File: src/rtl/imem_loader_pkg.sv
// Shared types and constants for the instruction-memory boot loader.
package imem_loader_pkg;

    localparam int unsigned STATE_W = 3;
    localparam int unsigned HDR_LEN = 2;
    localparam logic [7:0]  XOR_SEED = 8'h00;

    typedef enum logic [STATE_W-1:0] {
        ST_HDR0 = 3'd0,
        ST_HDR1 = 3'd1,
        ST_DATA = 3'd2,
        ST_CHK  = 3'd3,
        ST_DONE = 3'd4,
        ST_ERR  = 3'd5
    } state_t;

endpackage

File: src/rtl/imem_loader_word_packer.sv
// Byte-lane packer: collects four little-endian bytes; the word and its
// completion pulse are combinational so the loader can register them directly.
module word_packer
    import imem_loader_pkg::*;
(
    input  logic        clk,
    input  logic        rst_n,
    input  logic        en,
    input  logic [7:0]  byte_data,
    output logic [31:0] word_c,
    output logic        word_done_c
);

    logic [1:0]  cnt_q;
    logic [23:0] lanes_q;

    assign word_done_c = en && (cnt_q == 2'd3);
    assign word_c      = {byte_data, lanes_q};

    always_ff @(posedge clk) begin
        if (!rst_n) begin
            cnt_q   <= 2'd0;
            lanes_q <= 24'd0;
        end else if (en) begin
            cnt_q <= cnt_q + 2'd1;
            case (cnt_q)
                2'd0:    lanes_q[7:0]   <= byte_data;
                2'd1:    lanes_q[15:8]  <= byte_data;
                2'd2:    lanes_q[23:16] <= byte_data;
                default: ;
            endcase
        end
    end

endmodule

File: src/rtl/imem_loader.sv
// Boot loader: unpacks a counted byte stream into IM word writes and holds the
// core in reset until done. Optional trailing XOR checksum: IMEM_LOADER_CHECKSUM_EN.
module imem_loader
    import imem_loader_pkg::*;
#(
    parameter int unsigned ADDR_W = 8
) (
    input  logic        i_clk,
    input  logic        i_rst_n,
    input  logic        i_byte_valid,
    input  logic [7:0]  i_byte,
    output logic        o_byte_ready,
    output logic        o_im_we,
    output logic [31:0] o_im_addr,
    output logic [31:0] o_im_wdata,
    output logic        o_cpu_rst_n,
    output logic        o_done,
    output logic        o_err
);

    localparam int unsigned IDX_W     = ADDR_W + 1;
    localparam logic [31:0] CAP_WORDS = 32'd1 << ADDR_W;

    state_t            state_q, state_n;
    logic [15:0]       n_q, n_n, n_full;
    logic [IDX_W-1:0]  idx_q, idx_n;
    logic              accept, pk_en;
    logic [31:0]       word_c;
    logic              word_done_c;
    logic              last_c;
    logic              ready_n, we_n, done_n, err_n;
    logic [31:0]       addr_n, wdata_n;
`ifdef IMEM_LOADER_CHECKSUM_EN
    logic [7:0]        xor_q, xor_n;
`endif

    assign accept = i_byte_valid && o_byte_ready;
    assign pk_en  = accept && (state_q == ST_DATA);
    assign n_full = {n_q[15:8], i_byte};

    word_packer u_packer (
        .clk         (i_clk),
        .rst_n       (i_rst_n),
        .en          (pk_en),
        .byte_data   (i_byte),
        .word_c      (word_c),
        .word_done_c (word_done_c)
    );

    // Next state and next values of every registered output.
    always_comb begin
        state_n = state_q;
        n_n     = n_q;
        idx_n   = idx_q;
        we_n    = 1'b0;
        addr_n  = o_im_addr;
        wdata_n = o_im_wdata;
        last_c  = 1'b0;
`ifdef IMEM_LOADER_CHECKSUM_EN
        xor_n   = xor_q;
`endif
        case (state_q)
            ST_HDR0: begin
                if (accept) begin
                    n_n[15:8] = i_byte;
                    state_n   = ST_HDR1;
                end
            end
            ST_HDR1: begin
                if (accept) begin
                    n_n[7:0] = i_byte;
                    if (n_full == 16'd0) begin
`ifdef IMEM_LOADER_CHECKSUM_EN
                        state_n = ST_CHK;
`else
                        state_n = ST_DONE;
`endif
                    end else if (32'(n_full) > CAP_WORDS) begin
                        state_n = ST_ERR;
                    end else begin
                        state_n = ST_DATA;
                    end
                end
            end
            ST_DATA: begin
`ifdef IMEM_LOADER_CHECKSUM_EN
                if (accept) begin
                    xor_n = xor_q ^ i_byte;
                end
`endif
                if (word_done_c) begin
                    we_n    = 1'b1;
                    addr_n  = 32'(idx_q) << 2;
                    wdata_n = word_c;
                    idx_n   = idx_q + IDX_W'(1);
                    if (32'(idx_q) + 32'd1 == 32'(n_q)) begin
`ifdef IMEM_LOADER_CHECKSUM_EN
                        state_n = ST_CHK;
`else
                        last_c  = 1'b1;
`endif
                    end
                end
`ifndef IMEM_LOADER_CHECKSUM_EN
                // Finish only once the final write has been presented.
                if (o_im_we && (32'(idx_q) == 32'(n_q))) begin
                    state_n = ST_DONE;
                end
`endif
            end
`ifdef IMEM_LOADER_CHECKSUM_EN
            ST_CHK: begin
                if (accept) begin
                    state_n = (i_byte == xor_q) ? ST_DONE : ST_ERR;
                end
            end
`endif
            ST_DONE: state_n = ST_DONE;
            ST_ERR:  state_n = ST_ERR;
            default: state_n = ST_HDR0;
        endcase

        ready_n = (state_n != ST_DONE) && (state_n != ST_ERR) && !last_c;
        done_n  = (state_n == ST_DONE);
        err_n   = (state_n == ST_ERR);
    end

    always_ff @(posedge i_clk) begin
        if (!i_rst_n) begin
            state_q      <= ST_HDR0;
            n_q          <= 16'd0;
            idx_q        <= '0;
            o_byte_ready <= 1'b0;
            o_im_we      <= 1'b0;
            o_im_addr    <= 32'd0;
            o_im_wdata   <= 32'd0;
            o_cpu_rst_n  <= 1'b0;
            o_done       <= 1'b0;
            o_err        <= 1'b0;
        end else begin
            state_q      <= state_n;
            n_q          <= n_n;
            idx_q        <= idx_n;
            o_byte_ready <= ready_n;
            o_im_we      <= we_n;
            o_im_addr    <= addr_n;
            o_im_wdata   <= wdata_n;
            o_cpu_rst_n  <= done_n;
            o_done       <= done_n;
            o_err        <= err_n;
        end
    end

`ifdef IMEM_LOADER_CHECKSUM_EN
    always_ff @(posedge i_clk) begin
        if (!i_rst_n) begin
            xor_q <= XOR_SEED;
        end else begin
            xor_q <= xor_n;
        end
    end
`endif

endmodule
File: config.mk
export PLATFORM = sky130hd
export DESIGN_NAME = imem_loader
export DESIGN_NICKNAME = d
export VERILOG_FILES = /design/src/rtl/imem_loader_pkg.sv /design/src/rtl/imem_loader_word_packer.sv /design/src/rtl/imem_loader.sv
export SDC_FILE = /design/constraint.sdc
export NUM_CORES = 1
export LEC_CHECK = 0
export CORE_MARGIN = 5
export CORE_UTILIZATION = 25
export CTS_CLUSTER_DIAMETER = 100
export DETAILED_ROUTE_END_ITERATION = 10
export DONT_BUFFER_PORTS = 1
export HOLD_SLACK_MARGIN = 0.05
export MAX_ROUTING_LAYER = met4
export PLACE_DENSITY = 0.5
export SYNTH_ARGS = -nofsm -noshare
export SYNTH_HDL_FRONTEND = slang
export SYNTH_SLANG_ARGS = --single-unit
File: constraint.sdc
create_clock -name i_clk -period 3.1 [get_ports i_clk]
set_input_delay 0.31 -clock i_clk [delete_from_list [all_inputs] [get_ports i_clk]]
set_output_delay 0.31 -clock i_clk [all_outputs]
set_load 0.02 [all_outputs]
==> results of run 1 <==
-- registers in the layout, summed over array words and instances, names as in the netlist --
name and cells:
idx_q 9, n_q 16, o_byte_ready 1, o_done 1, o_err 1, o_im_addr 9
o_im_wdata 32, o_im_we 1, state_q 3, u_packer.cnt_q 2, u_packer.lanes_q 24
-- report_power, final --
part / leakage [nW] / switching (mW) / internal, mW
Sequential: 0.799 / 0.0154 / 1.28
Combinational: 0.626 / 0.0833 / 0.0332
Clock: 0.154 / 0.546 / 0.652
Total: 1.58 / 0.645 / 1.97
-- worst max-delay path: cells and delay by family, from the launching register on --
family | cells | cell delay (ns)
and+or+nand+nor | 2 | 0.55
adders and majority gates | 1 | 0.39
AOI/OAI and AO/OA | 3 | 0.74
DFF | 1 | 0.49
-- kinds of logic (layout without fill, tap and decap cells) --
group	Yosys count	count (layout)	share of synthesized area [%]
compound gates	88	88	11.6
xor+xnor	25	25	5.11
buf+inv	69	27	8.37
fa+ha+maj	5	5	1.46
mux	18	18	4.20
flops	99	99	46.2
other cells	1	23	0.0874
simple gates	222	222	23.0
-- stage by stage --
stage               setup slack, ns  util, %  hold slack [ns]
floorplan                      1.05        -            0.432
global placement              0.933     26.0            0.447
detailed placement            0.811     26.0            0.446
CTS                           0.810     27.9           0.0622
global route                  0.708     27.9           0.0805
finish                        0.837     27.9           0.0785
-- synth_stat cells, drive strengths merged, types with 2 or more instances --
cell type,number
a21oi,68
and2,2
and3,2
and3b,2
buf,28
clkbuf,34
dfxtp,99
ha,5
inv,7
mux2i,18
nand2,122
nand3,30
nand3b,2
nand4,4
nor2,37
nor2b,2
nor3,7
nor4,6
o211ai,3
o22ai,2
xnor2,18
xor2,7
-- cell type report --
type | instances | share of cell area, %
multi-input combinational | 381 | 43.6
sequential | 99 | 42.5
tap | 220 | 5.90
clock buffer | 9 | 4.83
clock inverter | 7 | 1.96
timing repair buffer | 4 | 0.644
inverter | 7 | 0.563
-- per-layer routing --
| metal | wire (um) | share of wire [%] | global-route usage, % |
|---|---|---|---|
| met3 | 871 | 8.0 | 4.44 |
| met4 | 144 | 1.3 | 3.72 |
| met5 | 0 | 0 | - |
| met2 | 4780 | 44 | 17.0 |
| met1 | 5040 | 47 | 14.5 |
-- how the worst max path moves through the flow --
stage,from,end,slack [ns],depth (start not counted)
2_1_floorplan,idx_q[1],o_byte_ready,1.05,7
3_3_place_gp,o_byte_ready,o_byte_ready,0.93,5
3_5_place_dp,idx_q[0],o_byte_ready,0.81,6
4_1_cts,idx_q[0],o_byte_ready,0.81,6
5_1_grt,idx_q[0],o_byte_ready,0.71,6
6_report,idx_q[0],o_byte_ready,0.84,6
==> flow_summary_export.csv, run 1 <==
group,metric,value,unit
synthesis,ys_seq_area_share,46.2,%
floorplan,die-width,141,um
synthesis,synth_cells,527,
clocking,cts_tree,"built",
floorplan,io_pins,80,
synthesis,yosys.cell_types.count,50,
detailed_routing,final_antenna_net_count,0,
floorplan,die_y,141,um
sta,finalSetupViolCount,0,
clocking,cts_hold_buf,0,
worst_setup_path,arrival,2.51,ns
sta,tns,0,ns
sta,clock.fmax,0.442,GHz
cells_and_area,drive_gt1_share,5.13,%
min_path,min_path_type,"in -> reg",
worst_setup_path,critPathLaunchType,"register",
detailed_routing,drc,0,
floorplan,initial_core_util,25.7,%
synthesis,synthArstFlopShare,0,%
worst_setup_path,path_cells,"ha_1 -> nand3_1 -> or2_1 -> o32ai_1 -> o2111ai_1 -> o31a_1",
power,p_leak,1.58,nW
cells_and_area,nets,518,
synthesis,yosys_most_used_dff,"dfxtp_1",
min_path,whs_path_depth,2,
synthesis,syn-mean-instance-area,8.14,sq um
power,power_density,560,nW/um^2
sta,slew_headroom,47.8,%
cells_and_area,diodes,0,
sta,period_needed,2.26,ns
global_routing,antenna_found_initial,0,
placement,hpwlAfterDp,7720,um
worst_setup_path,rr_startpoint,"idx_q[0]",
clocking,post_cts_resized,0,
floorplan,dieArea,19900,sq um
global_routing,grtUsageTotal,11.5,%
synthesis,yosys_warnings,0,
cells_and_area,multiInputGateArea,2040,sq um
detailed_routing,vias_per_cell,4.51,
clocking,numCtsBuffers,9,
placement,io_buffers,0,
worst_setup_path,required,3.35,ns
detailed_routing,firstDrtPassIters,5,
floorplan,core_area,16700,sq um
detailed_routing,initialDrtViolationCount,186,
synthesis,synth_area_leaders,"dfxtp_1 (46%), nand2_1 (11%), a21oi_1 (7.9%)",
worst_setup_path,crit_path_top_delay_cell,"dfxtp_1",
cells_and_area,layout.cells.most_common_list,"nand2_1 (122), dfxtp_1 (99), a21oi_1 (68), nor2_1 (37), nand3_1 (30)",
global_routing,grt-ovfl-total,0,
run,cap_viol_max_count,0,
synthesis,yosysTopAreaCell,"dfxtp_1",
clocking,ctsHtreeMaxLevel,3,
power,power,2.61,mW
sta,clock_skew,0.0121,ns
min_path,hold_path_end,"o_im_wdata[24]",
cells_and_area,fillers,1805,
sta,max_slew.worst_pin.slew,0.779,ns
placement,placed_cells,711,
global_routing,grt_pass1_vias,3214,
synthesis,ys_ff_latch,99,
min_path,hp-start,"i_byte[0]",
cells_and_area,instances_no_fill,727,
worst_setup_path,path_max_fanout,8,
detailed_routing,routed_wl,10800,um
cells_and_area,regArea,1980,sq um
cells_and_area,design_area,4670,sq um
worst_setup_path,critPathMaxStageDelay,0.49,ns
detailed_routing,dr_total_vias,3279,
worst_setup_path,ff2ff_path_depth,6,
worst_setup_path,rrSetupSlack,0.84,ns
worst_setup_path,criticalPathCategory,"reg -> reg",
sta,final_max_slew_viol_count,0,
clocking,cts.clk_slew.worst_paths,0.08,ns
placement,gp_congestion,0.932,
placement,placed_area,4350,sq um
global_routing,grt_first_pass_wirelength,17800,um
clocking,cts_setup_buffers,0,
synthesis,yosysTopAreaCellShare,46.2,%
sta,fin_crit_sh,73.0,%
clocking,clock_latency,0.35,ns
clocking,clockBufferDepth,2,
sta,final_hold_viol_count,0,
power,vdd_ir_drop_max,457,uV
status,status,"finished clean",
floorplan,core.rowCount,47,
synthesis,synth-edff-count,0,
worst_setup_path,critPathCaptureType,"register",
sta,rsz0062_at_grt,"false",
worst_setup_path,reg2reg_to,"o_byte_ready",
global_routing,grt_max_degree,54,
synthesis,synth_area,4290,sq um
cells_and_area,final_common_cell,"nand2_1",
cells_and_area,area_growth,8.78,%
clocking,root_buffer,"clkbuf_16",
detailed_routing,wl_per_cell,14.9,um
clocking,cts.sinks,99,
Note: power is estimated with default switching activity, not from simulation.
==> run 2: changes to the inputs <==
--- a/config.mk
+++ b/config.mk
@@ -12,7 +12,7 @@
 export DONT_BUFFER_PORTS = 1
 export HOLD_SLACK_MARGIN = 0.05
 export MAX_ROUTING_LAYER = met4
-export PLACE_DENSITY = 0.5
+export PLACE_DENSITY = 0.52
 export SYNTH_ARGS = -nofsm -noshare
 export SYNTH_HDL_FRONTEND = slang
 export SYNTH_SLANG_ARGS = --single-unit
==> constraint.sdc (replaced) <==
create_clock -name i_clk -period 1.94 [get_ports i_clk]
set_input_delay 0.194 -clock i_clk [delete_from_list [all_inputs] [get_ports i_clk]]
set_output_delay 0.194 -clock i_clk [all_outputs]
set_load 0.02 [all_outputs]
==> run 2 against run 1 <==
Net effect: setup slack worse by 0.79 ns; largest cell class unchanged; wire length is 8.6% higher; clock-buffer cell count is 2 higher; sequential share of layout area is 1.9 points lower; critical endpoint is now o_done; combinational power is 110% higher; final cell count is 4.3% higher.
==> flow_summary_export.csv, run 2 (synthesis results as in run 1) <==
group,metric,value,unit
detailed_routing,drc,0,
run,cap_viol_max_count,0,
floorplan,io_pins,80,
placement,gp_congestion,0.891,
worst_setup_path,critPathLaunchType,"register",
clocking,cts_tree,"built",
global_routing,grt_first_pass_wirelength,18400,um
cells_and_area,multiInputGateArea,2040,sq um
global_routing,grt_pass1_vias,3346,
cells_and_area,nets,549,
sta,layout_setup_ws,0.0442,ns
clocking,clockBufferDepth,2,
cells_and_area,regArea,1980,sq um
cells_and_area,drive_gt1_share,8.92,%
clocking,cts.sinks,99,
sta,clock.fmax,0.527,GHz
cells_and_area,diodes,0,
detailed_routing,routed_wl,11800,um
detailed_routing,initialDrtViolationCount,251,
sta,fin_crit_sh,97.7,%
clocking,root_buffer,"clkbuf_16",
clocking,cts.clk_slew.worst_paths,0.07,ns
global_routing,grt_max_degree,49,
worst_setup_path,cp_num_buf_inv,0,
worst_setup_path,required,2.23,ns
placement,hpwlAfterDp,8130,um
global_routing,grtUsageTotal,12.1,%
global_routing,antenna_found_initial,0,
sta,final_hold_viol_count,0,
cells_and_area,largest_register_ffs,32,
placement,io_buffers,0,
floorplan,initial_core_util,25.7,%
worst_setup_path,path_delay_family,"simple AND/OR/NAND/NOR gates",
detailed_routing,wl_per_cell,15.5,um
worst_setup_path,criticalPathCategory,"reg -> reg",
floorplan,core.rowCount,47,
cells_and_area,area_growth,13.9,%
worst_setup_path,crit_path_top_delay_cell,"or4_4",
cells_and_area,regMostFlops,"o_im_wdata",
status,status,"finished clean",
sta,finalSetupViolCount,0,
floorplan,dieArea,19900,sq um
detailed_routing,dr_total_vias,3492,
placement,pre_cts_ws,0.0757,ns
power,power_density,820,nW/um^2
detailed_routing,vias_per_cell,4.61,
floorplan,die-width,141,um
sta,tns,0,ns
sta,worst_hold_slack,0.164,ns
worst_setup_path,path_max_fanout,4,
worst_setup_path,worst-path-stages,5,
power,p_leak,1.71,nW
power,vdd_ir_drop_max,402,uV
floorplan,die_y,141,um
detailed_routing,final_antenna_net_count,0,
sta,final_max_slew_viol_count,0,
worst_setup_path,ff2ff_path_depth,5,
cells_and_area,fillers,1797,
sta,clock_skew,0.00755,ns
sta,period_needed,1.90,ns
cells_and_area,largestRegisters,"o_im_wdata: 32 flops, u_packer.lanes_q: 24 flops, n_q: 16 flops",
min_path,min_path_type,"in -> reg",
worst_setup_path,path_cells,"xor2_1 -> or4_4 -> nor4_4 -> a211oi_1 -> and4b_1",
min_path,whs_path_depth,2,
clocking,numCtsBuffers,9,
worst_setup_path,arrival,2.18,ns
clocking,ctsHtreeMaxLevel,3,
worst_setup_path,critPathMaxStageDelay,0.54,ns
clocking,clock_latency,0.34,ns
cells_and_area,layout.cells.most_common_list,"nand2_1 (122), dfxtp_1 (98), a21oi_1 (68), nor2_1 (37), nand3_1 (30)",
worst_setup_path,critPathCaptureType,"register",
floorplan,core_area,16700,sq um
sta,rsz0062_at_grt,"false",
global_routing,grt-ovfl-total,0,
detailed_routing,firstDrtPassIters,4,
cells_and_area,final_common_cell,"nand2_1",
==> run 2: routing by layer <==
layer / GRT usage, % / routed length, um / part of all wire [%]
met2: 18.6 / 5420 / 46
met4: 3.57 / 233 / 2.0
met3: 4.57 / 872 / 7.4
met5: - / 0 / 0
met1: 14.8 / 5230 / 44
==> run 2: worst paths after layout <==
| kind | start | end | slack [ns] |
|---|---|---|---|
| max | idx_q[0] | o_done | 0.04 |
| min | i_rst_n | idx_q[8] | 0.16 |
| max reg2reg | idx_q[0] | o_done | 0.04 |
| min reg2reg | u_packer.lanes_q[10] | u_packer.lanes_q[10] | 0.46 |
==> run 2: what timing repair did <==
item                                   in CTS  in global routing
hold buffers                                9                  0
setup endpoints to repair                   0                  1
endpoints found under the hold margin      51                  0
resized for setup                           0                  1
buffers inserted                            0                  0
==> run 2: through the flow <==
step | cell area, sq um | power, mW | instances | utilization, %
CTS | 4880 | 4.06 | 758 | 29.2
detailed placement | 4520 | 2.32 | 733 | 27.0
finish | 4880 | 4.01 | 758 | 29.2
floorplan | 4370 | 2.31 | 549 | -
global placement | 4520 | 2.32 | 733 | 27.0
global route | 4880 | 4.17 | 758 | 29.2
==> run 2: where the power goes <==
| group | switching, mW | internal, mW | leakage [nW] |
|---|---|---|---|
| Combinational | 0.168 | 0.0777 | 0.773 |
| Sequential | 0.0196 | 2.05 | 0.799 |
| Clock | 0.779 | 0.910 | 0.136 |
| Total | 0.967 | 3.04 | 1.71 |
==> run 2: final cells by class <==
type / instances / share of cell area, %
clock buffer: 11 / 4.97
clock inverter: 5 / 0.717
inverter: 7 / 0.538
multi-input combinational: 381 / 41.7
sequential: 99 / 40.6
tap: 220 / 5.64
timing repair buffer: 35 / 5.84
